--- src/rtl/alu_rx_deserializer.sv ---
// Serial front end of the ALU: turns the single-wire packet stream into operands A/B,
// an opcode and per-frame error flags, one registered result per command packet.
module alu_rx_deserializer #(
  parameter logic [3:0] CRC_INIT = 4'h0
) (
  input  logic        clk,
  input  logic        rst_n,
  input  logic        sin,
  output logic        frame_valid,
  output logic [31:0] A,
  output logic [31:0] B,
  output logic [2:0]  op,
  output logic        err_data,
  output logic        err_crc,
  output logic        err_op
);

  localparam logic [0:0] S_IDLE = 1'b0;
  localparam logic [0:0] S_RECV = 1'b1;

  logic [0:0]  r_state;
  logic [3:0]  r_bitCnt;
  logic [8:0]  r_shift;
  logic [3:0]  r_dataCnt;
  logic [63:0] r_buf;
  logic        r_corrupt;
  logic        r_cmdPend;
  logic [6:0]  r_cmdBits;

  logic [2:0]  w_op;
  logic [3:0]  w_crcCalc;
  logic        w_errData;
  logic        w_errCrc;
  logic        w_errOp;

  // Bit-serial CRC-4 (x^4+x+1), MSB first, unrolled into combinational logic.
  function automatic logic [3:0] crc4(input logic [67:0] msg);
    logic [3:0] c;
    logic       fb;
    c = CRC_INIT;
    for (int i = 67; i >= 0; i--) begin
      fb = c[3] ^ msg[i];
      c  = {c[2:0], 1'b0} ^ {2'b00, fb, fb};
    end
    return c;
  endfunction

  assign w_op      = r_cmdBits[6:4];
  assign w_crcCalc = crc4({r_buf, 1'b1, w_op});
  assign w_errData = r_corrupt || (r_dataCnt != 4'd8);
  assign w_errCrc  = !w_errData && (w_crcCalc != r_cmdBits[3:0]);
  // Legal opcodes 000/001/100/101 are exactly those with op[1] clear.
  assign w_errOp   = !w_errData && !w_errCrc && w_op[1];

  always_ff @(posedge clk or negedge rst_n) begin
    if (!rst_n) begin
      r_state     <= S_IDLE;
      r_bitCnt    <= 4'd0;
      r_shift     <= 9'd0;
      r_dataCnt   <= 4'd0;
      r_buf       <= 64'd0;
      r_corrupt   <= 1'b0;
      r_cmdPend   <= 1'b0;
      r_cmdBits   <= 7'd0;
      frame_valid <= 1'b0;
      A           <= 32'd0;
      B           <= 32'd0;
      op          <= 3'd0;
      err_data    <= 1'b0;
      err_crc     <= 1'b0;
      err_op      <= 1'b0;
    end else begin
      frame_valid <= 1'b0;
      err_data    <= 1'b0;
      err_crc     <= 1'b0;
      err_op      <= 1'b0;
      r_cmdPend   <= 1'b0;

      // Frame evaluation runs one cycle after the command stop bit.
      if (r_cmdPend) begin
        frame_valid <= 1'b1;
        err_data    <= w_errData;
        err_crc     <= w_errCrc;
        err_op      <= w_errOp;
        if (!w_errData && !w_errCrc && !w_errOp) begin
          A  <= r_buf[63:32];
          B  <= r_buf[31:0];
          op <= w_op;
        end
        r_dataCnt <= 4'd0;
        r_buf     <= 64'd0;
        r_corrupt <= 1'b0;
      end

      case (r_state)
        S_IDLE: begin
          if (!sin) begin
            r_state  <= S_RECV;
            r_bitCnt <= 4'd0;
          end
        end
        default: begin
          if (r_bitCnt == 4'd9) begin
            r_state <= S_IDLE;
            if (!sin) begin
              r_corrupt <= 1'b1;
            end else if (r_shift[8]) begin
              r_cmdPend <= 1'b1;
              r_cmdBits <= r_shift[6:0];
            end else begin
              // Bytes arrive in order, so shifting left places byte 0 at A[31:24].
              if (r_dataCnt < 4'd8) begin
                r_buf <= {r_buf[55:0], r_shift[7:0]};
              end
              if (r_dataCnt != 4'd9) begin
                r_dataCnt <= r_dataCnt + 4'd1;
              end
            end
          end else begin
            r_shift  <= {r_shift[7:0], sin};
            r_bitCnt <= r_bitCnt + 4'd1;
          end
        end
      endcase
    end
  end

endmodule

--- config.mk ---
export PLATFORM = sky130hd
export DESIGN_NAME = alu_rx_deserializer
export DESIGN_NICKNAME = d
export VERILOG_FILES = /design/src/rtl/alu_rx_deserializer.sv
export SDC_FILE = /design/constraint.sdc
export NUM_CORES = 1
export LEC_CHECK = 0
export ABC_CLOCK_PERIOD_IN_PS = 5450
export CORE_MARGIN = 4
export CORE_UTILIZATION = 55
export DETAILED_ROUTE_END_ITERATION = 8
export PLACE_DENSITY = 0.77
export SLEW_MARGIN = 20
export SYNTH_ARGS = -nofsm -noshare
export SYNTH_HDL_FRONTEND = slang
export SYNTH_SLANG_ARGS = --single-unit
--- constraint.sdc ---
create_clock -name clk -period 5.45 [get_ports clk]
set_clock_uncertainty 0.15 [all_clocks]
set_input_delay 0.545 -clock clk [delete_from_list [all_inputs] [get_ports clk]]
set_output_delay 0.545 -clock clk [all_outputs]
set_load 0.05 [all_outputs]
* After elaboration in Yosys (flattened, before gate mapping) *
Cells that the tools add are included.
W data, S select, Z words.

operators by class
  add/subtract/negate cells = 2
  order comparisons = 1
  equality and inequality tests = 6
  multiplexer cells = 30
  bitwise operators = 134
  reductions and logical operators = 12

operators with widths
  cell                   count
  $mux W64               6
  $xor A4 B2 Y4          66
  $xor A1 B1 Y1          64
  $mux W4                9
  $mux W1                15
  $add A4 B1 Y4 const B  2
  $ne A4 B4 Y1 const B   2
  $reduce_and A2 Y1      3
  $eq A4 B4 Y1 const B   1
  $logic_and A1 B1 Y1    4
  $lt A4 B4 Y1 const B   1
  $ne A4 B4 Y1           1
  $reduce_and A4 Y1      1
  $logic_not A1 Y1       3
  $xor A3 B2 Y3          1
  $ne A2 B1 Y1 const B   1
  $ne A2 B2 Y1 const B   1
  $not A1 Y1             2
  $logic_or A1 B1 Y1     1
  $xor A1 B1 Y1 const A  1

word-level totals
  register bits after elaboration = 162
  input port bits = 3
  word-level logic and storage cells = 200

* Longest topological paths before layout *
Gate-level depths: netlist of run 1.

  word-level depth = 140
  depth in mapped cells = 13
  mapped depth without buffers = 11

* Least setup slack after synthesis of run 1 *
No wires, ideal clock.

  kind = reg2reg
  start = register r_buf[62]
  end = register A[7]
  setup time = 128 ps
  arrival time = 4022 ps
  data required time = 5172 ps
  setup slack = 1151 ps
  cell stages (with the launch flop) = 14
  path buffers = 2
  period minus slack after synthesis = 4299 ps
  cell sequence = dfrtp_1 xnor2_1 xnor3_1 xnor2_1 xnor3_1 xnor2_4 xnor3_1 nor3_1 a21oi_1 o311a_1 nor4b_4 buf_6 buf_6 mux2_1

between the ends
  longest elaborated chain between the ends = 97

RTL lines
  what                                    line    RTL
  from (decl)                             25      logic [63:0] r_buf;
  from (signal assigned)                  113     r_buf <= {r_buf[55:0], r_shift[7:0]};
  $xor A3 B2 Y3 (*)                       43      c = {c[2:0], 1'b0} ^ {2'b00, fb, fb};
  $xor A4 B2 Y4 (*) (2 in series)         43
  $xor A1 B1 Y1                           42      fb = c[3] ^ msg[i];
  $xor A4 B2 Y4 (*) (3 in series)         43
  $xor A1 B1 Y1                           42
  $xor A4 B2 Y4 (*) (3 in series)         43
  $xor A1 B1 Y1                           42
  $xor A4 B2 Y4 (*) (3 in series)         43
  [74 not listed]                         --
  $ne A4 B4 Y1 (*)                        51      assign w_errCrc = !w_errData && (w_crcCalc != r_cmdBits[3:0]);
  $logic_and A1 B1 Y1 (*)                 51
  $logic_not A1 Y1 (*)                    53, 85
  $logic_and A1 B1 Y1 (*)                 53, 85
  $logic_and A1 B1 Y1                     53      assign w_errOp = !w_errData && !w_errCrc && w_op[1];
  $logic_not A1 Y1                        85      if (!w_errData && !w_errCrc && !w_errOp) begin
  $logic_and A1 B1 Y1 (*)                 85
  $reduce_and A2 Y1 (no source line) (*)  --
  to (signal assigned)                    86      A <= r_buf[63:32];
  to (decl)                               10      output logic [31:0] A,

Mark *: on every way between the ends. The rest lies on a longest branch, timed or not.
A chain may end at the register's enable or synchronous reset.

* Final worst setup path of run 1 *
  start = register r_buf[62]
  end = register A[18]

Same word-level chain as after synthesis.

==> impl_metrics.ini, run 1 <==
[synth]
ys.flop_type = dfrtp_1
synthArstFlopShare = 1.00
synth_seq_cells = 162
synth-warning-count = 0
synth_fp_nets = 658
synth_largest_area_cell = dfrtp_1
synthCells = 650
yosysUniqueCellTypes = 39
syn_avg_cell_area_um2 = 11.7
yosys-top-cells-area = dfrtp_1 (53%), mux2_1 (8.7%), xnor2_1 (7.8%)
yosysSeqAreaShare = 0.531
synth_top_area_frac = 0.531
synth_commonest_cells = dfrtp_1 (162), nand2_1 (156), o21ai_0 (69)
synth_edf_count = 0
yosysMostFrequentCell = dfrtp_1
netlist_area_um2 = 7630

[placement]
dp_hpwl_mm = 10.5
place_congestion = 0.869
dpl.cell_count = 875
io_buffers = 73
dp_slack_ns = 0.760

[layout]
syn2layout_area_growth_pct = 18.9
nNetsFinal = 726
diodes = 0
instances_no_fill = 905
drive_gt1_frac = 0.0768

[setup_path]
endpoint_kind = flop
crit_chain = xnor2_1 > xnor3_1 > xnor2_1 > xnor3_1 > xnor2_4 > xnor3_1 > nor3_1 > a21oi_1 > o311a_1 > nor4b_4 > buf_12 > mux2_1
crit_path_max_incr_delay_ns = 0.51
startpoint_type = flop
arrival_ns = 4.85
crit_type = flop to flop
cp_common_cell = xnor3_1
cp.required_ns = 5.60
crit_path_max_fanout = 49
cpMaxStageDelayCell = xnor3_1

[timing]
max_freq_mhz = 213
tightest_slew_ns = 1.06
drv_slew = 0
setup_slack_ns = 0.750
period_share = 0.862
min_period_ns = 4.70
grt_setup_unrepaired = false
relSlewSlack = 0.296
tns_ns = 0
finalHoldViolCount = 0
setup_viol = 0

[floorplanning]
core_um2 = 13400
num_rows = 42
initial_utilization = 0.569
io_pins = 74
die_h_um = 126
die_w_um = 126
die-area_um2 = 15800

[clocking]
cts_buffers = 17
cts_root_buf = clkbuf_16
clock_path_buffers = 2
post_cts_buffers = 0
htreeDepth = 4
clock_sinks = 162
cts_tree = yes
post_cts_resized = 0
clk_transition_reported_paths_ns = 0.06
hold_buffers = 0
clkLatencyLatePin_ns = 0.42

[grt]
grt_max_degree = 129
antenna_found_initial = 0
gr-total-overflow = 0
grt_pass1_wl_mm = 26.3
grt_pass1_vias = 5058
grtUsageTotal = 0.208

[route]
viasPerCell = 5.42
drtIter0Drc = 388
dr.pass1.iters = 5
dr_total_vias = 4904
drc = 0
wl_per_cell_um = 17.2
wirelength_mm = 15.5
ant_nets = 0

[outcome]
status = finished clean

[min_path]
min_path_type = input pin to asynchronous set/reset pin

[job]
max_cap_viol_count = 0
-- final timing paths --
kind                       startpoint  cells past startpoint  slack [ns]     to
hold / removal                  rst_n                      1        0.11   A[6]
setup / recovery            r_buf[62]                     12        0.75  A[18]
hold reg to reg                 A[11]                      1        0.33  A[11]
setup reg to reg            r_buf[62]                     12        0.75  A[18]
max in group asynchronous       rst_n                      2        3.85  A[26]
min in group clk                A[11]                      1        0.33  A[11]
-- metrics by stage --
| stage | hold slack [ns] | area [um^2] | util |
|---|---|---|---|
| 2_1_floorplan | 0.0994 | 7630 | - |
| 3_3_place_gp | 0.317 | 8490 | 0.634 |
| 3_5_place_dp | 0.325 | 8490 | 0.634 |
| 4_1_cts | 0.135 | 9070 | 0.677 |
| 5_1_grt | 0.184 | 9070 | 0.677 |
| 6_report | 0.107 | 9070 | 0.677 |
-- placed cells by master (no fill, tap or decap), types with 2 or more instances in the layout --
cell type	n
and4_1	2
buf_4	4
bufinv_16	2
clkbuf_16	17
clkbuf_8	3
clkdlybuf4s50_1	72
clkinv_2	2
clkinvlp_4	5
dfrtp_1	162
ha_1	5
inv_1	7
mux2_1	59
mux2_2	16
mux2i_1	3
nand2_1	156
nand3_1	2
nand3b_1	2
nand4_1	2
nor2_1	8
nor3_1	5
o211ai_1	2
o21ai_0	69
xnor2_1	68
xnor2_4	2
xnor3_1	21
xor2_1	12
xor3_1	2
-- cell type report --
cell class                 count  area [um^2]
timing repair buffer          78          782
fill                         959         4330
clock inverter                 9          108
clock buffer                  21          470
tap                          176          220
multi-input combinational    451         3410
sequential                   162         4050
inverter                       8         30.0
-- registers in the layout, summed over array words and instances, names as in the netlist, 3 cells and up --
| name | count |
|---|---|
| A | 32 |
| B | 32 |
| op | 3 |
| r_bitCnt | 4 |
| r_buf | 64 |
| r_cmdBits | 7 |
| r_dataCnt | 4 |
| r_shift | 9 |
-- logic make-up (layout without fill, tap and decap cells) --
kind of cell,count (synthesis),after routing,synth area share
and+or+nand+nor,182,182,0.0977
buffers and inverters,37,116,0.0233
DFF,162,162,0.531
adders and majority gates,5,5,0.00820
muxes,78,78,0.115
xor gates and xnor gates,106,106,0.169
AOI/OAI and AO/OA,80,80,0.0556
-- critical path, delay by kind of cell, from the launching register on --
kind | cells | cell delay, ns
xor+xnor | 6 | 2.34
simple gates | 2 | 0.56
flops | 1 | 0.42
compound gates | 2 | 0.40
mux | 1 | 0.36
buf+inv | 1 | 0.29
-- per-layer routing --
layer	wire, um	vias to the layer above	global-route usage
met4	259	0	0.0688
met3	736	20	0.0436
met2	7960	125	0.350
met5	0	-	0
li1	-	2309	-
met1	6580	2450	0.273
Power of run 1 is not shown: default switching activity piles up to over one toggle a cycle in this logic, so the estimate is an artifact.
==> run 2, diff against run 1 <==
--- a/config.mk
+++ b/config.mk
@@ -14,3 +14,4 @@
 export SYNTH_ARGS = -nofsm -noshare
 export SYNTH_HDL_FRONTEND = slang
 export SYNTH_SLANG_ARGS = --single-unit
+export TNS_END_PERCENT = 5
==> results of run 2 <==
No change in the layout: final DEF, timing and power equal those of run 1.
Power of run 2 is left out for the same reason.
==> run 3, diff against run 2 <==
--- a/config.mk
+++ b/config.mk
@@ -8,7 +8,9 @@
 export ABC_CLOCK_PERIOD_IN_PS = 5450
 export CORE_MARGIN = 4
 export CORE_UTILIZATION = 55
+export CTS_CLUSTER_SIZE = 40
 export DETAILED_ROUTE_END_ITERATION = 8
+export GPL_ROUTABILITY_DRIVEN = 0
 export PLACE_DENSITY = 0.77
 export SLEW_MARGIN = 20
 export SYNTH_ARGS = -nofsm -noshare
==> results of run 3 <==
No change in the layout: final DEF, timing and power equal those of run 1.
Power of run 3 is left out for the same reason.
